File: src/rtl/cp0_int_ctrl.sv
// CP0 interrupt/timer unit: Count/Compare, TI, software IP bits,
// ext_int synchronisers, Cause.IP composition and registered int_req.
module cp0_int_ctrl #(
  parameter logic [7:0]  ADDR_COUNT   = 8'h48,
  parameter logic [7:0]  ADDR_COMPARE = 8'h58,
  parameter logic [7:0]  ADDR_CAUSE   = 8'h68,
  parameter logic [31:0] COMPARE_RST  = 32'hFFFF_FFFF,
  parameter int          SYNC_STAGES  = 2
) (
  input  logic        clk,
  input  logic        rst,
  input  logic [5:0]  ext_int,
  input  logic        mtc0_we,
  input  logic [7:0]  cp0_addr,
  input  logic [31:0] mtc0_data,
  input  logic [31:0] cp0_Status_data,
  input  logic        exception,
  input  logic        eret_op,
  output logic [7:0]  cp0_Cause_IP,
  output logic [31:0] cp0_Count_data,
  output logic [31:0] cp0_Compare_data,
  output logic        timer_int,
  output logic        int_req
);

  logic [SYNC_STAGES-1:0][5:0] sync_q;
  logic [5:0]  ext_sync;
  logic [1:0]  sw_ip;
  logic [31:0] count_q;
  logic [31:0] compare_q;
  logic        ti_q;
  logic        tick_q;
  logic        req_q;

  logic we_count;
  logic we_compare;
  logic we_cause;

  logic st_ie;
  logic st_exl;
  logic [7:0] st_im;
  logic unused_status;

  assign st_ie  = cp0_Status_data[0];
  assign st_exl = cp0_Status_data[1];
  assign st_im  = cp0_Status_data[15:8];
  assign unused_status = ^{cp0_Status_data[31:16],
                           cp0_Status_data[7:2]};

  assign we_count   = mtc0_we && (cp0_addr == ADDR_COUNT);
  assign we_compare = mtc0_we && (cp0_addr == ADDR_COMPARE);
  assign we_cause   = mtc0_we && (cp0_addr == ADDR_CAUSE);

  assign ext_sync = sync_q[SYNC_STAGES-1];

  assign cp0_Cause_IP = {ext_sync[5] | ti_q,
                         ext_sync[4:0],
                         sw_ip};

  always_ff @(posedge clk) begin
    if (rst) begin
      sync_q <= '0;
    end else begin
      sync_q <= {sync_q[SYNC_STAGES-2:0], ext_int};
    end
  end

  always_ff @(posedge clk) begin
    if (rst) begin
      sw_ip <= 2'b00;
    end else if (we_cause) begin
      sw_ip <= mtc0_data[9:8];
    end
  end

  // Count advances on every second cycle; a write restarts the phase.
  always_ff @(posedge clk) begin
    if (rst) begin
      count_q <= 32'd0;
      tick_q  <= 1'b0;
    end else if (we_count) begin
      count_q <= mtc0_data;
      tick_q  <= 1'b0;
    end else begin
      if (tick_q) begin
        count_q <= count_q + 32'd1;
      end
      tick_q <= ~tick_q;
    end
  end

  // Compare write clears TI even when it coincides with a match.
  always_ff @(posedge clk) begin
    if (rst) begin
      compare_q <= COMPARE_RST;
      ti_q      <= 1'b0;
    end else if (we_compare) begin
      compare_q <= mtc0_data;
      ti_q      <= 1'b0;
    end else if (count_q == compare_q) begin
      ti_q <= 1'b1;
    end
  end

  always_ff @(posedge clk) begin
    if (rst) begin
      req_q <= 1'b0;
    end else begin
      req_q <= st_ie & ~st_exl
             & (|(cp0_Cause_IP & st_im))
             & ~exception & ~eret_op;
    end
  end

  assign cp0_Count_data   = count_q;
  assign cp0_Compare_data = compare_q;
  assign timer_int        = ti_q;
  assign int_req          = req_q;

endmodule

File: config.mk
export PLATFORM = sky130hd
export DESIGN_NAME = cp0_int_ctrl
export DESIGN_NICKNAME = d
export VERILOG_FILES = /design/src/rtl/cp0_int_ctrl.sv
export SDC_FILE = /design/constraint.sdc
export NUM_CORES = 1
export LEC_CHECK = 0
export ABC_CLOCK_PERIOD_IN_PS = 2300
export BUFFER_PORTS_ARGS = -buffer_cell sky130_fd_sc_hd__buf_4
export CORE_MARGIN = 2
export CORE_UTILIZATION = 49
export CTS_CLUSTER_SIZE = 25
export DETAILED_ROUTE_END_ITERATION = 7
export PLACE_DENSITY_LB_ADDON = 0.15
export SYNTH_ARGS = -nofsm -noshare
export SYNTH_HDL_FRONTEND = slang
export SYNTH_SLANG_ARGS = --single-unit
File: constraint.sdc
create_clock -name clk -period 2.3 [get_ports clk]
set_clock_uncertainty 0.1 [all_clocks]
set_input_delay 0.345 -clock clk [delete_from_list [all_inputs] [get_ports clk]]
set_output_delay 0.345 -clock clk [all_outputs]
set_load 0.03 [all_outputs]
==> metrics.txt <==
dominant cells by area after synthesis dfxtp_1 (40%), a211oi_2 (9.8%), xnor2_1 (8.2%); CTS buffer count 9; Sink Count 81; DR vias approximately 3500; area of the multi-input gates 2230 um2; Post-synth ARST share 0%; I/O pin cnt 157; synth-to-layout area growth 29.12%; Top Layer Used met4; sequential share of the synthesized area 39.80%; WHS 0.1075 ns; Die Y 95.18 um; Tmin final 2.006 ns; Internal Pwr Total 2.042 mW; residual DRC count 0; WL/cell 17.29 um; clock share of power between 30% and 40%; Switch Pwr 0.6097 mW; Worst setup SP type flop; diode count 0; nets 614; Overflow after GRT 0; #FFs+latches synth 81; RR Startpoint cp0_Count_data[0]; worst ir drop on vdd 0.2794 mV; Final Hold Fails 0; Final TNS setup 0 ns; DP HPWL 7800 um; min-delay worst type in -> reg; Core Area about 8100 um2; combinational share of power a little under 8%; Root Buffer clkbuf_8; min-delay src ext_int[1]; Initial Util roughly 50%; pin count of the biggest net entering global routing 45; wl on met1 4794 um; Worst Path Required roughly 2.5 ns; port buffer count 134; Met3 Wirelength 668 um; final core occ roughly two thirds; Total Wirelength approximately 11000 um; final critical-path share of the clock period 87.21%; Sw Share between 20 and 25%; Unique masters post-synth 41; Most used DFF post-synth dfxtp_1; Post-CTS Setup Inserts 0; DR WL met2 5487 um; Post-synth EDFFs 0; GRT Total Usage 24.03%; hold depth 2; Power, Total 2.652 mW; pwr/cell area approximately 500 nW/um2; layout cells sized above 1 37.71%; die area 9059 um2; achievable frequency between 400 and 500 MHz; Max Cap Viol 0; Pre-Repair DR Iteration Count 4; antenna violations before repair 0; R2R Setup Slk 0.29 ns; Post-Syn Nets between 400 and 500; Post-Syn Instances 410; DRT iter0 DRCs 107; worst-skew pair later-pin latency 0.35 ns; H-Tree Depth 3; Placer Congestion about 0.9; Hold EP sync_q[1]; register area 1622 um2; Worst Tran Pin Value 0.5166 ns; CP max FO 5; Slew Viols, Final 0; CP Capture Type flop; hold_buf cts 0; post-route ant nets 0; Vias/cell 5.506; FF-to-FF path depth 6; terminus of the critical flop-to-flop path cp0_Count_data[22]; PostCTS Resize Cnt 0; final-report setup violation count 0; row count 33; Yosys Warn Count 0; RSZ-0062 raised after global routing no; sequential share of power 54.1%; leakage power approximately 2.2 nW; Filler cells about 700; Die Width 95.18 um; CP startpoint cp0_Count_data[0]; Mapped Area 4074 um2; Worst slew margin 65.56%; cell taking the most area after synthesis dfxtp_1; vias in the first global route 3238; post-synth top area share 39.80%; Worst-path clk slew 0.08 ns; first-pass GRT wire length approximately 17000 um; status finished clean; Syn Area/Cell 9.936 um2; worst-case clock buffer depth 2; WS Path Type reg -> reg; TritonCTS clock tree done; critical path arrival 2.18 ns
==> through the flow <==
stage / setup WS (ns) / instances / instance area [um2]
detailed placement: 0.3258 / 624 / 5076
floorplan: 0.3673 / 410 / 4074
finish: 0.2941 / 638 / 5260
global route: 0.1832 / 638 / 5260
global placement: 0.3902 / 624 / 5076
CTS: 0.3096 / 638 / 5260
==> logic make-up (layout without fill, tap and decap cells) <==
group                    Yosys count  after routing  synth area share, %
AO/OA/AOI/OAI                     70             70                17.84
AND/OR/NAND/NOR                  156            156                22.30
multiplexers                       3              3               0.7371
XOR/XNOR                          63             63                13.54
adder cells (fa/ha/maj)            1              1               0.3071
buffers and inverters             36            159                5.467
flip-flops                        81             81                39.80
==> critical path, cell delays in order, from the launching register on <==
cell and delay [ns]:
dfxtp_1 0.46, ha_1 0.23, nand3_1 0.17, nor3_2 0.44
nand3_1 0.15, xor2_1 0.17, a211oi_2 0.22
==> placed cells by master (no fill, tap or decap), types with 2 or more instances in the layout <==
master | Yosys | final
inv_1 | 2 | 2
nor4_1 | 2 | 2
clkbuf_8 | 0 | 10
nor3_2 | 3 | 3
nand2_1 | 12 | 12
dfxtp_1 | 81 | 81
a211oi_2 | 32 | 32
nand4_1 | 23 | 23
buf_4 | 6 | 142
nor2b_1 | 12 | 12
and4_1 | 3 | 3
nand3_1 | 10 | 10
mux2i_1 | 3 | 3
nor2_1 | 40 | 40
and2_1 | 2 | 2
xnor2_1 | 38 | 38
and3_1 | 36 | 36
xor2_1 | 25 | 25
nor2_4 | 2 | 2
a211o_1 | 32 | 32
==> registers in the layout, summed over array words and instances (netlist names) <==
register          cells
cp0_Compare_data     32
cp0_Count_data       32
ext_sync              6
sync_q                6
sw_ip                 2
int_req               1
tick_q                1
timer_int             1
==> worst max path at each step <==
stage | to | slack, ns | depth (start not counted)
2_1_floorplan | cp0_Count_data[18] | 0.37 | 6
3_3_place_gp | cp0_Count_data[18] | 0.39 | 6
3_5_place_dp | cp0_Count_data[22] | 0.33 | 6
4_1_cts | cp0_Count_data[22] | 0.31 | 6
5_1_grt | cp0_Count_data[22] | 0.18 | 6
6_report | cp0_Count_data[22] | 0.29 | 6
==> layout make-up <==
cell class              count  share of cell area (%)
flip-flops and latches     81                   30.83
inverters                   2                  0.1427
clock inverters             3                  0.8088
clock buffers              11                   2.688
well taps                 105                   2.498
multi-input cells         293                   42.39
repair buffers            143                   20.65
==> cells in the mapped netlist, types with 3 or more instances <==
cell type,instances
a211o_1,32
a211oi_2,32
and3_1,36
and4_1,3
buf_4,6
buf_6,8
clkbuf_1,16
dfxtp_1,81
mux2i_1,3
nand2_1,12
nand3_1,10
nand4_1,23
nor2_1,40
nor2b_1,12
nor3_2,3
xnor2_1,38
xor2_1,25
==> per-layer routing <==
layer	global-route usage, %	vias to the layer above
met1	32.00	1692
li1	-	1711
met5	0	-
met3	5.138	7
met4	5.676	0
met2	39.85	103
==> power by group through the flow <==
stage	Clock (mW)	Sequential [mW]	Combinational, mW
after detailed placement	0	1.47	0.205
after floorplan	0	1.47	0.0814
after global placement	0	1.47	0.203
final	1.01	1.43	0.205
after global routing	1.09	1.44	0.219
after CTS	1.04	1.43	0.205
(Power assumes the default switching activity.)
